### config.mk
export PLATFORM = sky130hd
export DESIGN_NAME = skid_buffer
export DESIGN_NICKNAME = d
export VERILOG_FILES = /design/src/rtl/skid_pkg.sv /design/src/rtl/dff.sv /design/src/rtl/skid_buffer.sv
export SDC_FILE = /design/constraint.sdc
export NUM_CORES = 1
export LEC_CHECK = 0
export ABC_CLOCK_PERIOD_IN_PS = 3300
export CAP_MARGIN = 20
export CELL_PAD_IN_SITES_DETAIL_PLACEMENT = 2
export CELL_PAD_IN_SITES_GLOBAL_PLACEMENT = 2
export CORE_UTILIZATION = 33
export CTS_BUF_LIST = sky130_fd_sc_hd__clkbuf_4 sky130_fd_sc_hd__clkbuf_8 sky130_fd_sc_hd__clkbuf_16
export DETAILED_ROUTE_END_ITERATION = 10
export HOLD_SLACK_MARGIN = 0.06
export PLACE_DENSITY = 0.93
export SLEW_MARGIN = 20
export SYNTH_ARGS = -nofsm -noshare
export SYNTH_HDL_FRONTEND = slang
export SYNTH_HIERARCHICAL = 1
export SYNTH_SLANG_ARGS = --single-unit
### constraint.sdc
create_clock -name clk -period 3.3 [get_ports clk]
set_input_delay 0.825 -clock clk [delete_from_list [all_inputs] [get_ports clk]]
set_output_delay 0.825 -clock clk [all_outputs]
set_load 0.01 [all_outputs]
### src/rtl/skid_pkg.sv
// Shared types and constants for the two-entry valid/ready skid buffer.
package skid_pkg;

  typedef enum logic [1:0] {
    EMPTY = 2'd0,
    BUSY  = 2'd1,
    FULL  = 2'd2
  } state_t;

  localparam logic [1:0] OCC_EMPTY = 2'd0;
  localparam logic [1:0] OCC_BUSY  = 2'd1;
  localparam logic [1:0] OCC_FULL  = 2'd2;

  localparam int unsigned WIDTH_MIN = 1;
  localparam int unsigned WIDTH_MAX = 64;

endpackage

### src/rtl/dff.sv
// Plain D flip-flop bank with synchronous active-high reset to zero.
module dff #(
  parameter int unsigned WIDTH = 8
) (
  input  logic             clk,
  input  logic             reset,
  input  logic [WIDTH-1:0] d,
  output logic [WIDTH-1:0] q
);

  always_ff @(posedge clk) begin
    if (reset) q <= '0;
    else       q <= d;
  end

endmodule

### src/rtl/skid_buffer.sv
// Two-entry valid/ready register slice: registered in_ready breaks the
// combinational ready path while still sustaining one transfer per cycle.
module skid_buffer
  import skid_pkg::*;
#(
  parameter int unsigned WIDTH = 8
) (
  input  logic             clk,
  input  logic             reset,
  input  logic             in_valid,
  output logic             in_ready,
  input  logic [WIDTH-1:0] in_data,
  output logic             out_valid,
  input  logic             out_ready,
  output logic [WIDTH-1:0] out_data,
  output logic [1:0]       count
);

  if (WIDTH < WIDTH_MIN || WIDTH > WIDTH_MAX) begin : g_bad_width
    $error("skid_buffer: WIDTH out of range");
  end

  logic [1:0]       state_q;
  state_t           next_state;
  logic             load_out;
  logic             load_skid;
  logic             out_from_skid;
  logic [WIDTH-1:0] out_q;
  logic [WIDTH-1:0] out_d;
  logic [WIDTH-1:0] skid_q;
  logic [WIDTH-1:0] skid_d;

  // Loads only happen on an accepted word, so X on in_data while idle never lands.
  always_comb begin
    next_state    = EMPTY;
    load_out      = 1'b0;
    load_skid     = 1'b0;
    out_from_skid = 1'b0;
    case (state_q)
      EMPTY: begin
        if (in_valid) begin
          load_out   = 1'b1;
          next_state = BUSY;
        end else begin
          next_state = EMPTY;
        end
      end
      BUSY: begin
        if (in_valid && out_ready) begin
          load_out   = 1'b1;
          next_state = BUSY;
        end else if (in_valid) begin
          load_skid  = 1'b1;
          next_state = FULL;
        end else if (out_ready) begin
          next_state = EMPTY;
        end else begin
          next_state = BUSY;
        end
      end
      FULL: begin
        if (out_ready) begin
          load_out      = 1'b1;
          out_from_skid = 1'b1;
          next_state    = BUSY;
        end else begin
          next_state = FULL;
        end
      end
      default: next_state = EMPTY;
    endcase
  end

  assign out_d  = load_out  ? (out_from_skid ? skid_q : in_data) : out_q;
  assign skid_d = load_skid ? in_data : skid_q;

  dff #(.WIDTH(2)) u_state (
    .clk   (clk),
    .reset (reset),
    .d     (next_state),
    .q     (state_q)
  );

  dff #(.WIDTH(WIDTH)) u_out_reg (
    .clk   (clk),
    .reset (reset),
    .d     (out_d),
    .q     (out_q)
  );

  dff #(.WIDTH(WIDTH)) u_skid_reg (
    .clk   (clk),
    .reset (reset),
    .d     (skid_d),
    .q     (skid_q)
  );

  // Status flags are decoded from next_state so they are true flop outputs.
  always_ff @(posedge clk) begin
    if (reset) begin
      out_valid <= 1'b0;
      in_ready  <= 1'b1;
      count     <= OCC_EMPTY;
    end else begin
      out_valid <= (next_state != EMPTY);
      in_ready  <= (next_state != FULL);
      case (next_state)
        BUSY:    count <= OCC_BUSY;
        FULL:    count <= OCC_FULL;
        default: count <= OCC_EMPTY;
      endcase
    end
  end

  assign out_data = out_q;

endmodule
==> summary.md, run 1 <==
| Metric | Value |
|---|---|
| Setup Crit Path Kind | `input port to flop` |
| Hold Path Stages | `2` |
| Final weighted congestion of routability-driven global placement | `0.6770` |
| Via density per instance | `4.914` |
| Number of slew-limit violations in the final report | `0` |
| Die X-Extent | `56.07 um` |
| Layout Utilization | `46.91%` |
| Sequential fraction of the synthesis area | `45.65%` |
| Buffer levels on the longest clock path | `2` |
| Number of global-route vias before repair | `793` |
| Die Ht | `56.07 um` |
| DR vias | `688` |
| First-pass GRT wire length | `3781 um` |
| Antenna violations before repair | `0` |
| Number of buffers created by CTS | `3` |
| Area enclosed by the die boundary | `0.003143 mm2` |
| End point of the most critical hold path | `u_skid_reg/q[4]` |
| Post-Syn Nets | `95` |
| R2r endpoint | `u_out_reg/q[0]` |
| Count of port buffers added during placement | `23` |
| Flip-flop and latch count after synthesis | `22` |
| Critical path endpoint category | `flop` |
| Buffers inserted during post-CTS setup optimization | `0` |
| Post-route fraction of the period consumed by the critical path | `71.35%` |
| Top-area cell type share of the netlist area | `45.65%` |
| Number of antenna repair diodes | `0` |
| Status | `completed` |
| Min-Delay Startpoint | `u_skid_reg/q[4]` |
| Critical Path Source Type | `input port` |
| Largest clock skew in the final design | `0.01336 ns` |
| Setup Total Neg Slack | `0 ns` |
| Fraction of layout instances using a drive strength above 1 | `30.28%` |
| Grt ovf | `0` |
| Worst slew margin relative to its limit | `65.46%` |
| Area of the core region | `0.002758 mm2` |
| DRT iter0 DRCs | `3` |
| Quantity of hold-fixing buffers added after cts | `0` |
| Peak supply drop | `0.0002090 V` |
| Path depth of the worst reg2reg path | `4` |
| Number of H-tree branching levels | `1` |
| Final Instance Count excl. Fillers | `140` |
| Critical path cell sequence | `clkdlybuf4s50_1 > mux2i_1 > o2bb2ai_2 > mux2_2 > nor2b_1` |
| Max Freq | `424.7 MHz` |
| Post-route minimum period | `2.355 ns` |
| TritonCTS clock tree | `yes` |
| Met2 WL | `1172 um` |
| Family with the most delay on the worst path | `buffers and inverters` |
| Final setup violation count | `0` |
| Total number of placement rows | `19` |
| Syn Area/Cell | `11.91 um2` |
| HPWL after detailed placement | `1691 um` |
| Clock transition at path regs | `0.13 ns` |
| Highest signal layer in the routed design | `met4` |
| Synth Cell Area | `964.7 um2` |
| Transition time at the pin with the least slew margin | `0.5150 ns` |
| Share of synthesized registers carrying an async set or reset | `0%` |
| Lkg Pwr | `0.5232 nW` |
| Critical Path RT | `3.49 ns` |
| Metal-1 WL | `951 um` |
| Net total in the final layout | `124` |
| Total routing usage reported by global routing | `15.99%` |
| Warning count from the yosys run | `6` |
| RR Startpoint | `u_state/q[1]` |
| Synth cell count leaders | `mux2_2, dfxtp_1, nor2b_1` |
| Count of flip-flops with a built-in enable after synthesis | `0` |
| Sum of buffers and inverters on the critical path | `1` |
| Met3 routed wirelength | `111 um` |
| Most numerous cell in the Yosys netlist | `mux2_2` |
| Arrival time reported for the critical path endpoint | `2.55 ns` |
| Iteration count of the initial detailed-routing pass | `4` |
| Area growth from synthesis to layout | `34.11%` |
| Area leader, netlist | `dfxtp_1` |
| Number of instances in the synthesized netlist | `81` |
| Largest fanout on the critical path | `8` |
| Count of pins on the block boundary | `24` |
| Total instance count after detailed placement | `136` |
| Skew-Pair Late Insertion Delay | `0.32 ns` |
| Ys flop type | `dfxtp_1` |
| Max stage delay on crit path | `0.56 ns` |
| Sum of internal, switching and leakage power | `0.5970 mW` |
| Dominant cells by area after synthesis | `dfxtp_1, mux2_2, nor2b_1, ha_1, nand3b_2` |
| Number of distinct standard cells referenced by the synthesized netlist | `14` |
| Routed Antenna Nets | `0` |
| Max cap viols | `0` |
| Maximum number of pins on one net before global-route repair | `14` |
| P per Cell Area | `461.5 mW/mm2` |
| Unrepaired setup endpoints after global routing | `false` |
| Aggregate routed wire length | `2278 um` |
| Effective utilization at floorplan | `34.98%` |
| Total of cells resized after clock tree synthesis | `0` |
| Worst min-delay path category | `flop to flop` |
| Library cell contributing the largest single delay on the critical path | `clkdlybuf4s50_1` |
| Number of sinks handled by clock tree synthesis | `22` |
| Drc violations | `0` |
| Master cell of the clock root buffer | `clkbuf_4` |
| R2R Setup Slk | `1.58 ns` |
| Per-cell routed wire length | `16.27 um` |
| Count of endpoints failing hold in the final timing report | `0` |
worst reg2reg max path, cell delays in order (launching register included):
cell	delay [ns]
dfxtp_1	0.44
mux2i_1	0.17
o2bb2ai_2	0.47
mux2_2	0.39
nor2b_1	0.13
final cells by class:
| class | instances | area, um2 |
|---|---|---|
| clock buffers | 3 | 22.52 |
| clock inverters | 1 | 30.03 |
| fillers | 285 | 1464 |
| inverters | 3 | 11.26 |
| multi-input cells | 56 | 513.0 |
| flip-flops and latches | 22 | 440.4 |
| well taps | 31 | 38.79 |
| repair buffers | 24 | 237.7 |
sequential cells by signal, summed over array words and instances (netlist names):
name,count
u_out_reg/q,8
u_skid_reg/q,8
count,2
u_state/q,2
in_ready,1
out_valid,1
routing by layer:
metal  global-route usage [%]  up-vias
li1                         -      334
met1                    18.12      331
met2                    28.91       19
met3                    2.093        4
met4                    8.362        0
met5                        0        -
per-stage QoR:
step / setup slack [ns] / cell area (um2) / hold slack [ns]
after floorplan: 1.468 / 964.7 / 0.5569
after global placement: 0.7382 / 1241 / 0.5663
after detailed placement: 0.6345 / 1241 / 0.5906
after CTS: 0.9279 / 1294 / 0.6198
after global routing: 0.8653 / 1294 / 0.6449
final: 0.9453 / 1294 / 0.6125
logic make-up after synthesis:
kind of cell               after synthesis  synth area share [%]
AOI/OAI and AO/OA                        4                 4.409
DFF                                     22                 45.65
buffers and inverters                    3                 1.167
muxes                                   25                 29.05
adders and majority gates                2                 2.594
and+or+nand+nor                         25                 17.12
power by group:
group          internal (mW)  switching [mW]  total, mW
clock network          0.123          0.0838      0.207
registers              0.280         0.00898      0.289
logic                 0.0628          0.0388      0.102
total                  0.465           0.132      0.597
placed cells by master, fill, tap and decap left out, drive strengths merged:
cell and n:
nor3 2, buf 1, mux2i 1, or3 1, ha 2, bufinv 1
o21a 1, or2b 1, o2bb2ai 1, clkdlybuf4s50 23, clkbuf 3, nor2b 19
inv 3, a2bb2oi 1, nand3b 2, dfxtp 22, mux2 24, a21oi 1
how the worst max path moves through the flow:
stage | slack [ns] | start | end | depth (start not counted)
finish | 0.95 | out_ready | u_out_reg/q[0] | 5
global route | 0.87 | out_ready | u_out_reg/q[0] | 5
CTS | 0.93 | out_ready | u_out_reg/q[0] | 5
detailed placement | 0.63 | out_ready | u_out_reg/q[0] | 5
global placement | 0.74 | out_ready | u_out_reg/q[6] | 5
floorplan | 1.47 | out_ready | u_out_reg/q[0] | 4
Note: power is estimated with default switching activity, not from simulation.
==> run 2, diff against run 1 <==
Settings changed: ABC_CLOCK_PERIOD_IN_PS 3300 to 2100, CORE_UTILIZATION 33 to 27, PLACE_DENSITY 0.93 to 0.83.
Clock period 3.3 ns to 2.1 ns, I/O delays scaled along.
==> summary.md, run 2 (same netlist as run 1, synthesis figures left out) <==
| Metric | Value |
|---|---|
| Status | `completed (unchanged)` |
| Count of port buffers added during placement | `23 (unchanged)` |
| Net Sw Power | `0.2117 mW (was 0.1316 mW)` |
| Buffer levels on the longest clock path | `2 (unchanged)` |
| Total of cells resized after clock tree synthesis | `0 (unchanged)` |
| R2r endpoint | `u_out_reg/q[4] (was u_out_reg/q[0])` |
| Critical Path RT | `2.30 ns (was 3.49 ns)` |
| Sum of buffers and inverters on the critical path | `1 (unchanged)` |
| Max stage delay on crit path | `0.57 ns (was 0.56 ns)` |
| Clock group share of total power | `34.5% (was 34.6%)` |
| Path depth of the worst reg2reg path | `4 (unchanged)` |
| Number of buffers created by CTS | `3 (unchanged)` |
| Aggregate routed wire length | `2322 um (was 2278 um)` |
| Critical path cell sequence | `clkdlybuf4s50_1 > mux2i_1 > o2bb2ai_2 > mux2_2 > nor2b_1 (unchanged)` |
| Setup Crit Path Kind | `input port to flop (unchanged)` |
| Grt ovf | `0 (unchanged)` |
| Per-cell routed wire length | `14.60 um (was 16.27 um)` |
| First-pass GRT wire length | `3422 um (was 3781 um)` |
| Peak supply drop | `0.0002074 V (was 0.0002090 V)` |
| Min-Delay Startpoint | `u_skid_reg/q[4] (unchanged)` |
| Switching portion of total power | `22.27% (was 22.05%)` |
| Combinational Power Share | `17.8% (was 17.0%)` |
| Antenna violations before repair | `0 (unchanged)` |
| Via density per instance | `4.453 (was 4.914)` |
| Die Ht | `61.78 um (was 56.07 um)` |
| DRT iter0 DRCs | `13 (was 3)` |
| Buffers inserted during post-CTS setup optimization | `0 (unchanged)` |
| Area of the core region | `0.003390 mm2 (was 0.002758 mm2)` |
| Final weighted congestion of routability-driven global placement | `0.8190 (was 0.6770)` |
| Area enclosed by the die boundary | `0.003816 mm2 (was 0.003143 mm2)` |
| Hold Path Stages | `2 (unchanged)` |
| Largest clock skew in the final design | `0.01909 ns (was 0.01336 ns)` |
| Area growth from synthesis to layout | `39.17% (was 34.11%)` |
| Number of global-route vias before repair | `755 (was 793)` |
| Total instance count after detailed placement | `155 (was 136)` |
| Post-route fraction of the period consumed by the critical path | `93.51%` |
| Worst slew margin relative to its limit | `69.75% (was 65.46%)` |
| Drc violations | `0 (unchanged)` |
| Final Instance Count excl. Fillers | `159 (was 140)` |
| RR Startpoint | `u_state/q[0] (was u_state/q[1])` |
| Number of sinks handled by clock tree synthesis | `22 (unchanged)` |
| Flop pwr share | `47.6% (was 48.4%)` |
| Max cap viols | `0 (unchanged)` |
| Master cell of the clock root buffer | `clkbuf_4 (unchanged)` |
| R2R Setup Slk | `0.45 ns (was 1.58 ns)` |
| Lkg Pwr | `0.5419 nW (was 0.5232 nW)` |
| Family with the most delay on the worst path | `buffers and inverters (unchanged)` |
| Count of endpoints failing hold in the final timing report | `0 (unchanged)` |
| Number of H-tree branching levels | `1 (unchanged)` |
| Number of slew-limit violations in the final report | `0 (unchanged)` |
| Final setup violation count | `0 (unchanged)` |
| Total number of placement rows | `21 (was 19)` |
| Routed Antenna Nets | `0 (unchanged)` |
| Clock transition at path regs | `0.12 ns (was 0.13 ns)` |
| Final Hold Slack | `0.6119 ns (was 0.6125 ns)` |
| P per Cell Area | `708.4 mW/mm2 (was 461.5 mW/mm2)` |
| HPWL after detailed placement | `1742 um (was 1691 um)` |
| Unrepaired setup endpoints after global routing | `false (unchanged)` |
| Total routing usage reported by global routing | `12.70% (was 15.99%)` |
| Number of antenna repair diodes | `0 (unchanged)` |
| Transition time at the pin with the least slew margin | `0.4511 ns (was 0.5150 ns)` |
| Maximum number of pins on one net before global-route repair | `16 (was 14)` |
| Largest fanout on the critical path | `8 (unchanged)` |
| Worst min-delay path category | `flop to flop (unchanged)` |
| Largest registers | `u_out_reg/q x8, u_skid_reg/q x8 (unchanged)` |
| Library cell contributing the largest single delay on the critical path | `clkdlybuf4s50_1 (unchanged)` |
| Critical Path Source Type | `input port (unchanged)` |
| Max Freq | `509.3 MHz` |
| Arrival time reported for the critical path endpoint | `2.17 ns (was 2.55 ns)` |
| Fraction of layout instances using a drive strength above 1 | `32.74% (was 30.28%)` |
| Most common cell after layout, fill and taps aside | `mux2_2 (unchanged)` |
| Critical path endpoint category | `flop (unchanged)` |
| Final-layout fill cell count | `347 (was 285)` |
| DR vias | `708 (was 688)` |
| Skew-Pair Late Insertion Delay | `0.32 ns (about the same)` |
| Highest-count cells in the layout ignoring fill and taps | `mux2_2, clkdlybuf4s50_1, dfxtp_1 (unchanged)` |
| Net total in the final layout | `128 (was 124)` |
| Die X-Extent | `61.78 um (was 56.07 um)` |
| Effective utilization at floorplan | `28.46% (was 34.98%)` |
| Count of pins on the block boundary | `24 (unchanged)` |
| Iteration count of the initial detailed-routing pass | `4 (unchanged)` |
| End point of the most critical hold path | `u_skid_reg/q[4] (unchanged)` |
| TritonCTS clock tree | `yes (unchanged)` |
| Post-route minimum period | `1.964 ns` |
| Internal Dissipation | `0.7393 mW (was 0.4654 mW)` |
| Quantity of hold-fixing buffers added after cts | `0 (unchanged)` |
==> run 2: through the flow <==
stage          TNS, ns  util (%)  instance area, um2  total power, mW  setup WS, ns
6_report             0     39.61                1343           0.9510        0.1363
4_1_cts              0     39.61                1343           0.9717        0.1310
3_3_place_gp    -2.160     38.06                1290           0.6240       -0.1844
5_1_grt              0     39.61                1343           0.9947       0.04265
3_5_place_dp    -2.964     38.06                1290           0.6339       -0.2136
2_1_floorplan        0         -               964.7           0.5412        0.5678
==> run 2: area by class of cell <==
class	instances	area (um2)	share of cell area (%)
flip-flops and latches	22	440.4	32.81
repair buffers	28	267.8	19.94
clock inverters	1	30.03	2.237
well taps	46	57.56	4.287
clock buffers	3	22.52	1.678
inverters	3	11.26	0.8388
multi-input cells	56	513.0	38.21
==> run 2: worst reg2reg max path: stages (launching register included) <==
cell	delay (ns)
dfxtp_1	0.48
nor2b_1	0.28
o2bb2ai_2	0.27
mux2_2	0.39
nor2b_1	0.13
==> run 2: power by group through the flow <==
stage          Combinational (mW)  Clock [mW]  Sequential, mW
6_report                    0.170       0.328           0.453
5_1_grt                     0.184       0.355           0.455
4_1_cts                     0.173       0.345           0.453
3_5_place_dp                0.171           0           0.463
3_3_place_gp                0.163           0           0.461
2_1_floorplan              0.0738           0           0.467
==> run 2: how the worst max path moves through the flow <==
| stage | startpoint | to | slack, ns | cells past startpoint |
|---|---|---|---|---|
| 2_1_floorplan | out_ready | u_out_reg/q[0] | 0.57 | 4 |
| 3_3_place_gp | out_ready | u_out_reg/q[5] | -0.18 | 5 |
| 6_report | out_ready | u_out_reg/q[4] | 0.14 | 5 |
| 5_1_grt | out_ready | u_out_reg/q[6] | 0.04 | 5 |
| 4_1_cts | out_ready | u_out_reg/q[4] | 0.13 | 5 |
| 3_5_place_dp | out_ready | u_out_reg/q[2] | -0.21 | 5 |
==> run 2: metal layers <==
metal,wire (um),up-vias,part of all wire [%],global-route usage [%]
met5,0,-,0,0
met4,20,0,0.86,4.762
met3,41,2,1.8,1.242
met2,1308,13,56,25.65
met1,952,351,41,13.33
li1,-,342,-,-
==> run 3, diff against run 2 <==
Settings changed: CAP_MARGIN 20 to unset, CTS_CLUSTER_SIZE set to 16, GPL_ROUTABILITY_DRIVEN set to 0.
==> results of run 3 <==
Same layout as run 2: the final DEF is identical, and so are final timing and power.
